<file path="src/rtl/seven_seg_scan_ctrl_pkg.sv">
// seven_seg_pkg: scan phase type and active-high hex glyph table shared by the scan controller
package seven_seg_pkg;
  typedef enum logic {PH_BLANK, PH_SHOW} scan_phase_t;
  localparam logic [6:0] SEG_BLANK = 7'h00;
  localparam logic [6:0] GLYPH_0 = 7'h3F;
  localparam logic [6:0] GLYPH_1 = 7'h06;
  localparam logic [6:0] GLYPH_2 = 7'h5B;
  localparam logic [6:0] GLYPH_3 = 7'h4F;
  localparam logic [6:0] GLYPH_4 = 7'h66;
  localparam logic [6:0] GLYPH_5 = 7'h6D;
  localparam logic [6:0] GLYPH_6 = 7'h7D;
  localparam logic [6:0] GLYPH_7 = 7'h07;
  localparam logic [6:0] GLYPH_8 = 7'h7F;
  localparam logic [6:0] GLYPH_9 = 7'h6F;
  localparam logic [6:0] GLYPH_A = 7'h77;
  localparam logic [6:0] GLYPH_B = 7'h7C;
  localparam logic [6:0] GLYPH_C = 7'h39;
  localparam logic [6:0] GLYPH_D = 7'h5E;
  localparam logic [6:0] GLYPH_E = 7'h79;
  localparam logic [6:0] GLYPH_F = 7'h71;
  localparam logic [6:0] GLYPHS [16] = '{GLYPH_0, GLYPH_1, GLYPH_2, GLYPH_3, GLYPH_4, GLYPH_5, GLYPH_6, GLYPH_7,
                                         GLYPH_8, GLYPH_9, GLYPH_A, GLYPH_B, GLYPH_C, GLYPH_D, GLYPH_E, GLYPH_F};
endpackage

</file>
<file path="src/rtl/seven_seg_scan_ctrl_if.sv">
// seven_seg_scan_ctrl_if: display word/strobe/enable inputs and scan outputs of the controller
interface seven_seg_scan_ctrl_if #(parameter int N_DIGITS = 4);
  logic [4*N_DIGITS-1:0] value;
  logic                  load;
  logic [N_DIGITS-1:0]   digit_en;
  logic [6:0]            seg;
  logic [N_DIGITS-1:0]   an;
  logic                  frame_done;
  logic                  pending;
  modport master (output value, load, digit_en, input seg, an, frame_done, pending);
  modport slave  (input value, load, digit_en, output seg, an, frame_done, pending);
endinterface

</file>
<file path="src/rtl/seven_seg_scan_ctrl_deco.sv">
// seven_segment_display_deco: hex nibble to active-high segments, s_a..s_g
module seven_segment_display_deco
  import seven_seg_pkg::*;
(
  input  logic [3:0] i_hex,
  output logic       s_a,
  output logic       s_b,
  output logic       s_c,
  output logic       s_d,
  output logic       s_e,
  output logic       s_f,
  output logic       s_g
);
  assign {s_g, s_f, s_e, s_d, s_c, s_b, s_a} = GLYPHS[i_hex];
endmodule

</file>
<file path="src/rtl/seven_seg_scan_ctrl.sv">
// seven_seg_scan_ctrl: double-buffered N-digit multiplexed display scanner with per-slot blanking
module seven_seg_scan_ctrl
  import seven_seg_pkg::*;
#(
  parameter int N_DIGITS     = 4,
  parameter int DIV          = 1000,
  parameter int BLANK_CYCLES = 8
) (
  input  logic clk,
  input  logic rst_n,
  seven_seg_scan_ctrl_if.slave bus
);
  localparam int CW = (DIV > 1) ? $clog2(DIV) : 1;
  localparam int IW = $clog2(N_DIGITS);
  localparam logic [CW-1:0] CNT_LAST  = CW'(DIV - 1);
  localparam logic [CW-1:0] CNT_BLANK = CW'(BLANK_CYCLES);
  localparam logic [IW-1:0] IDX_LAST  = IW'(N_DIGITS - 1);
  logic [CW-1:0]           r_cnt;
  logic [IW-1:0]           r_idx;
  logic [4*N_DIGITS-1:0]   r_disp;
  logic [4*N_DIGITS-1:0]   r_pend;
  logic                    r_pend_valid;
  logic [6:0]              r_seg;
  logic [N_DIGITS-1:0]     r_an;
  logic                    r_frame_done;
  logic                    w_slot_end;
  logic                    w_frame_end;
  scan_phase_t             w_phase;
  logic [3:0]              w_nib;
  logic [6:0]              w_seg;
  logic [N_DIGITS-1:0]     w_onehot;
  assign w_slot_end  = r_cnt == CNT_LAST;
  assign w_frame_end = w_slot_end && r_idx == IDX_LAST;
  assign w_phase     = (r_cnt < CNT_BLANK) ? PH_BLANK : PH_SHOW;
  assign w_nib       = r_disp[{r_idx, 2'b00} +: 4];
  assign w_onehot    = {{(N_DIGITS-1){1'b0}}, 1'b1} << r_idx;
  seven_segment_display_deco u_deco (
    .i_hex (w_nib),
    .s_a   (w_seg[0]),
    .s_b   (w_seg[1]),
    .s_c   (w_seg[2]),
    .s_d   (w_seg[3]),
    .s_e   (w_seg[4]),
    .s_f   (w_seg[5]),
    .s_g   (w_seg[6])
  );
  // slot counter and digit index walk; index wraps at the end of each frame
  always_ff @(posedge clk or negedge rst_n)
    if (!rst_n) begin
      r_cnt <= '0;
      r_idx <= '0;
    end else begin
      r_cnt <= w_slot_end ? '0 : r_cnt + 1'b1;
      r_idx <= w_slot_end ? (w_frame_end ? '0 : r_idx + 1'b1) : r_idx;
    end
  // pending buffer takes every load; display word only swaps on a frame boundary so nothing tears
  always_ff @(posedge clk or negedge rst_n)
    if (!rst_n) begin
      r_pend       <= '0;
      r_pend_valid <= 1'b0;
      r_disp       <= '0;
    end else begin
      if (bus.load) r_pend <= bus.value;
      if (w_frame_end && (r_pend_valid || bus.load)) begin
        r_disp       <= bus.load ? bus.value : r_pend;
        r_pend_valid <= 1'b0;
      end else if (bus.load) r_pend_valid <= 1'b1;
    end
  // registered pin drive: digit enable only in the SHOW part of an enabled slot, segments follow the same index
  always_ff @(posedge clk or negedge rst_n)
    if (!rst_n) begin
      r_an         <= '0;
      r_seg        <= SEG_BLANK;
      r_frame_done <= 1'b0;
    end else begin
      r_an         <= (w_phase == PH_SHOW && bus.digit_en[r_idx]) ? w_onehot : '0;
      r_seg        <= w_seg;
      r_frame_done <= w_frame_end;
    end
  assign bus.an         = r_an;
  assign bus.seg        = r_seg;
  assign bus.frame_done = r_frame_done;
  assign bus.pending    = r_pend_valid;
endmodule

</file>
<file path="src/flat_wrapper.sv">
// flat-port wrapper written by rule: the top's interface ports become plain ports
module seven_seg_scan_ctrl_flat import seven_seg_pkg::*;
#(
  parameter int N_DIGITS     = 4,
  parameter int DIV          = 1000,
  parameter int BLANK_CYCLES = 8
)
  (clk, rst_n, bus_value, bus_load, bus_digit_en, bus_seg, bus_an, bus_frame_done, bus_pending);
  seven_seg_scan_ctrl_if #(.N_DIGITS(N_DIGITS)) bus_i ();
  input  logic clk;
  input  logic rst_n;
  input wire logic [$bits(bus_i.value)-1:0] bus_value;
  input wire logic [$bits(bus_i.load)-1:0] bus_load;
  input wire logic [$bits(bus_i.digit_en)-1:0] bus_digit_en;
  output wire logic [$bits(bus_i.seg)-1:0] bus_seg;
  output wire logic [$bits(bus_i.an)-1:0] bus_an;
  output wire logic [$bits(bus_i.frame_done)-1:0] bus_frame_done;
  output wire logic [$bits(bus_i.pending)-1:0] bus_pending;
  assign bus_i.value = bus_value;
  assign bus_i.load = bus_load;
  assign bus_i.digit_en = bus_digit_en;
  assign bus_seg = bus_i.seg;
  assign bus_an = bus_i.an;
  assign bus_frame_done = bus_i.frame_done;
  assign bus_pending = bus_i.pending;
  seven_seg_scan_ctrl #(.N_DIGITS(N_DIGITS), .DIV(DIV), .BLANK_CYCLES(BLANK_CYCLES)) u_core (.clk(clk), .rst_n(rst_n), .bus(bus_i));
endmodule
</file>
<file path="config.mk">
export PLATFORM = sky130hd
export DESIGN_NAME = seven_seg_scan_ctrl_flat
export DESIGN_NICKNAME = d
export VERILOG_FILES = /design/src/rtl/seven_seg_scan_ctrl_pkg.sv /design/src/rtl/seven_seg_scan_ctrl_if.sv /design/src/rtl/seven_seg_scan_ctrl_deco.sv /design/src/rtl/seven_seg_scan_ctrl.sv /design/src/flat_wrapper.sv
export SDC_FILE = /design/constraint.sdc
export NUM_CORES = 1
export LEC_CHECK = 0
export ABC_CLOCK_PERIOD_IN_PS = 2800
export BUFFER_PORTS_ARGS = -buffer_cell sky130_fd_sc_hd__buf_2
export CAP_MARGIN = 20
export CORE_MARGIN = 4
export CORE_UTILIZATION = 43
export DETAILED_ROUTE_END_ITERATION = 10
export GPL_TIMING_DRIVEN = 0
export PLACE_DENSITY = 0.64
export SETUP_SLACK_MARGIN = 0.02
export SYNTH_ARGS = -nofsm -noshare
export SYNTH_HDL_FRONTEND = slang
export SYNTH_HIERARCHICAL = 1
export SYNTH_SLANG_ARGS = --single-unit
</file>
<file path="constraint.sdc">
create_clock -name clk -period 2.8 [get_ports clk]
set_clock_uncertainty 0.05 [all_clocks]
set_input_delay 0.42 -clock clk [delete_from_list [all_inputs] [get_ports clk]]
set_output_delay 0.42 -clock clk [all_outputs]
set_load 0.02 [all_outputs]
</file>
==> flow_metrics.py <==
metrics = {
    "drt": {
        "drt_iter0_markers": 67,
        "viasPerCell": 5.06,
        "drc_errors": 0,
        "drt-total-wl_um": 4590,
        "drtAntennaViolNets": 0,
        "drt-pass1-iter-count": 4,
        "routedWlPerCell_um": 14.5,
        "vias": 1598,
    },
    "logic_synthesis": {
        "synth_top_cell_by_area": "dfrtp_1",
        "ys_types": 39,
        "avgSynthCellArea_um2": 13.9,
        "synth_commonest_cells": "57 x dfrtp_1, 37 x mux2_2, 12 x ha_1",
        "postSynthCellCount": 190,
        "synthesis.nets": 225,
        "ys.flop_type": "dfrtp_1",
        "synthTopCellsByArea": "dfrtp_1 54%, mux2_2 16%, ha_1 5.7%",
        "synth_edf_count": 0,
        "yosysMostFrequentCell": "dfrtp_1",
        "synth-seq-area-share_pct": 54.0,
        "yosysTopAreaCellShare_pct": 54.0,
        "synth-seq-cells": 57,
        "yosys_warnings": 6,
        "async_flop_share_pct": 100,
        "syn-cell-area_mm2": 0.00264,
    },
    "job": {
        "maxCapViolCount": 0,
    },
    "pwr": {
        "p_clk_share_pct": 52.2,
        "pwr-share-seq_pct": 43.9,
        "leakagePower_nw": 1.47,
        "p_per_area_mw_per_mm2": 608,
        "power.internal_w": 0.00157,
        "switching_share_pct": 19.3,
        "ir_drop_v": 0.000326,
        "p_sw_w": 0.000375,
        "comb_power_share_pct": 3.9,
    },
    "floorplanning": {
        "initial_utilization_pct": 44.4,
        "die_w_um": 86.4,
        "die_y_um": 86.4,
        "die-area_mm2": 0.00746,
        "num_io_pins": 36,
        "core_area_mm2": 0.00596,
        "rows": 28,
    },
    "cts": {
        "cts_buffer_depth": 2,
        "cts_num_sinks": 57,
        "cts_setup_buffers": 0,
        "h-tree-depth": 3,
        "cts_root_buf": "clkbuf_8",
        "clkLatencyLatePin_ns": 0.33,
        "path_clk_slew_ns": 0.07,
        "ctsHoldBuffers": 0,
        "cts_tree": "yes",
        "postCtsResizedCells": 0,
        "cts_buffers": 9,
    },
    "critical_path": {
        "required_ns": 2.95,
        "path_buf_inv": 3,
        "crit_path_cell_trace": "buf_2 -> mux4_2 -> inv_1 -> ha_1 -> inv_1 -> mux4_2",
        "crit_path_start_kind": "flop",
        "slowest_stage": "mux4_2",
        "path_max_fanout": 8,
        "critPathTopFamily": "multiplexers",
        "crit_type": "flop to flop",
        "cp-end-kind": "flop",
        "cpPeakStageDelay_ns": 0.59,
        "worstPathArrival_ns": 2.52,
    },
    "timing": {
        "rsz0062_at_grt": "false",
        "setup_viol": 0,
        "finalHoldViolCount": 1,
        "post-route-period-util_pct": 84.5,
        "hold_slack_ns": -0.000474,
        "slew_headroom_pct": 56.7,
        "slew_viol_final": 0,
        "tightest_slew_ns": 0.646,
        "tns_ns": 0,
        "fmaxAchievable_mhz": 423,
        "finalCriticalPeriod_ns": 2.36,
    },
    "final_layout": {
        "num-nets-final": 271,
        "areaGrowthSynthToFinish_pct": 20.8,
        "diodes": 0,
        "final_area_mm2": 0.00319,
        "layout-drive-gt1-share_pct": 43.6,
        "fill_cells": 524,
        "utilization_pct": 53.6,
    },
    "global_routing": {
        "grt_pass1_vias": 1707,
        "grt-ovfl-total": 0,
        "grt_usage_pct": 14.2,
        "grt_first_pass_wirelength_um": 8100,
        "grt_antenna_before_repair": 0,
        "grt_max_degree": 37,
    },
    "placed_design": {
        "placed_cell_area_mm2": 0.00293,
        "place.gp.congestion": 0.829,
        "place.port_buffers": 34,
        "dp_hpwl_um": 3300,
    },
    "run_status": {
        "failed_checks": "hold timing",
        "status": "complete, but fails checks",
    },
    "worst_hold_path": {
        "hold_class": "input port to asynchronous set/reset pin",
    },
}
## worst reg2reg max path: stages (launching register included)
cell     delay (ns)
dfrtp_1        0.37
buf_2          0.26
mux4_2         0.60
inv_1          0.17
ha_1           0.30
inv_1          0.06
mux4_2         0.44
## state kept, by name, indices dropped and copies added, names as in the netlist
register	count
u_core/r_pend	16
u_core/bus.an	4
u_core/bus.pending	1
u_core/r_cnt	10
u_core/bus.frame_done	1
u_core/r_disp	16
u_core/r_idx	2
u_core/bus.seg	7
## kinds of logic after synthesis
| kind of cell | synth area share (%) |
|---|---|
| AO/OA/AOI/OAI | 4.78 |
| XOR/XNOR | 0.994 |
| adder cells (fa/ha/maj) | 5.68 |
| multiplexers | 21.6 |
| flip-flops | 54.0 |
| buffers and inverters | 3.17 |
| AND/OR/NAND/NOR | 9.75 |
## cell type report
class	count	area, um^2	share of cell area, %
Tap cell	75	93.8	2.94
Multi-Input combinational cell	117	1130	35.5
Timing Repair Buffer	35	190	5.96
Sequential cell	57	1430	44.7
Buffer	6	43.8	1.37
Inverter	10	40.0	1.25
Clock inverter	7	143	4.47
Clock buffer	9	124	3.88
## per-stage QoR
stage	setup slack (ns)	power [W]	std cells	hold slack, ns
CTS	0.438	0.00197	316	0.00539
floorplan	0.667	0.000901	190	0.0744
finish	0.435	0.00194	316	-0.000474
detailed placement	0.449	0.000947	300	0.369
global placement	0.467	0.000941	299	0.397
global route	0.327	0.00202	316	0.0303
## cell usage in the layout (no fill, tap or decap), types with 2 or more instances in the layout
cell / netlist / layout
or3_1: 2 / 2
nor2b_1: 3 / 3
inv_1: 9 / 9
a22oi_1: 2 / 2
nor3_1: 3 / 3
o21ai_0: 4 / 4
xor2_1: 2 / 2
a21oi_1: 4 / 4
mux2_2: 37 / 37
ha_1: 12 / 12
nor2_1: 6 / 6
nand2_1: 6 / 6
clkinv_4: 0 / 2
mux2i_1: 2 / 2
mux4_2: 6 / 6
buf_6: 2 / 2
nand3_1: 4 / 4
or4_1: 2 / 2
buf_2: 2 / 36
o31ai_1: 2 / 2
bufinv_16: 0 / 4
dfrtp_1: 57 / 57
and2_1: 5 / 5
clkbuf_8: 0 / 9
## power groups by stage
stage | Sequential (W) | Clock [W] | Combinational, W
floorplan | 0.000867 | 0 | 0.0000342
global route | 0.000855 | 0.00108 | 0.0000862
CTS | 0.000853 | 0.00104 | 0.0000789
detailed placement | 0.000868 | 0 | 0.0000790
global placement | 0.000867 | 0 | 0.0000739
finish | 0.000852 | 0.00101 | 0.0000749
## path summary, 6_finish.rpt
kind	start	to	slack (ns)	cells after the start
hold reg to reg	u_core/r_cnt[0]	u_core/r_cnt[0]	0.41	1
setup / recovery	u_core/r_idx[0]	u_core/bus.seg[3]	0.44	6
setup reg to reg	u_core/r_idx[0]	u_core/bus.seg[3]	0.44	6
min in group clk	bus_value[7]	u_core/r_pend[7]	0.29	2
hold / removal	rst_n	u_core/bus.seg[3]	-0.0005	1
max in group asynchronous	rst_n	u_core/r_pend[2]	2.14	2
## layer usage
metal,track usage [%],part of all wire [%],vias up
met3,3.42,4.6,10
met1,18.0,46,776
li1,-,-,778
met5,0,0,-
met4,8.07,2.3,0
met2,22.3,47,34
No activity file was read; power rests on OpenSTA's default activity.
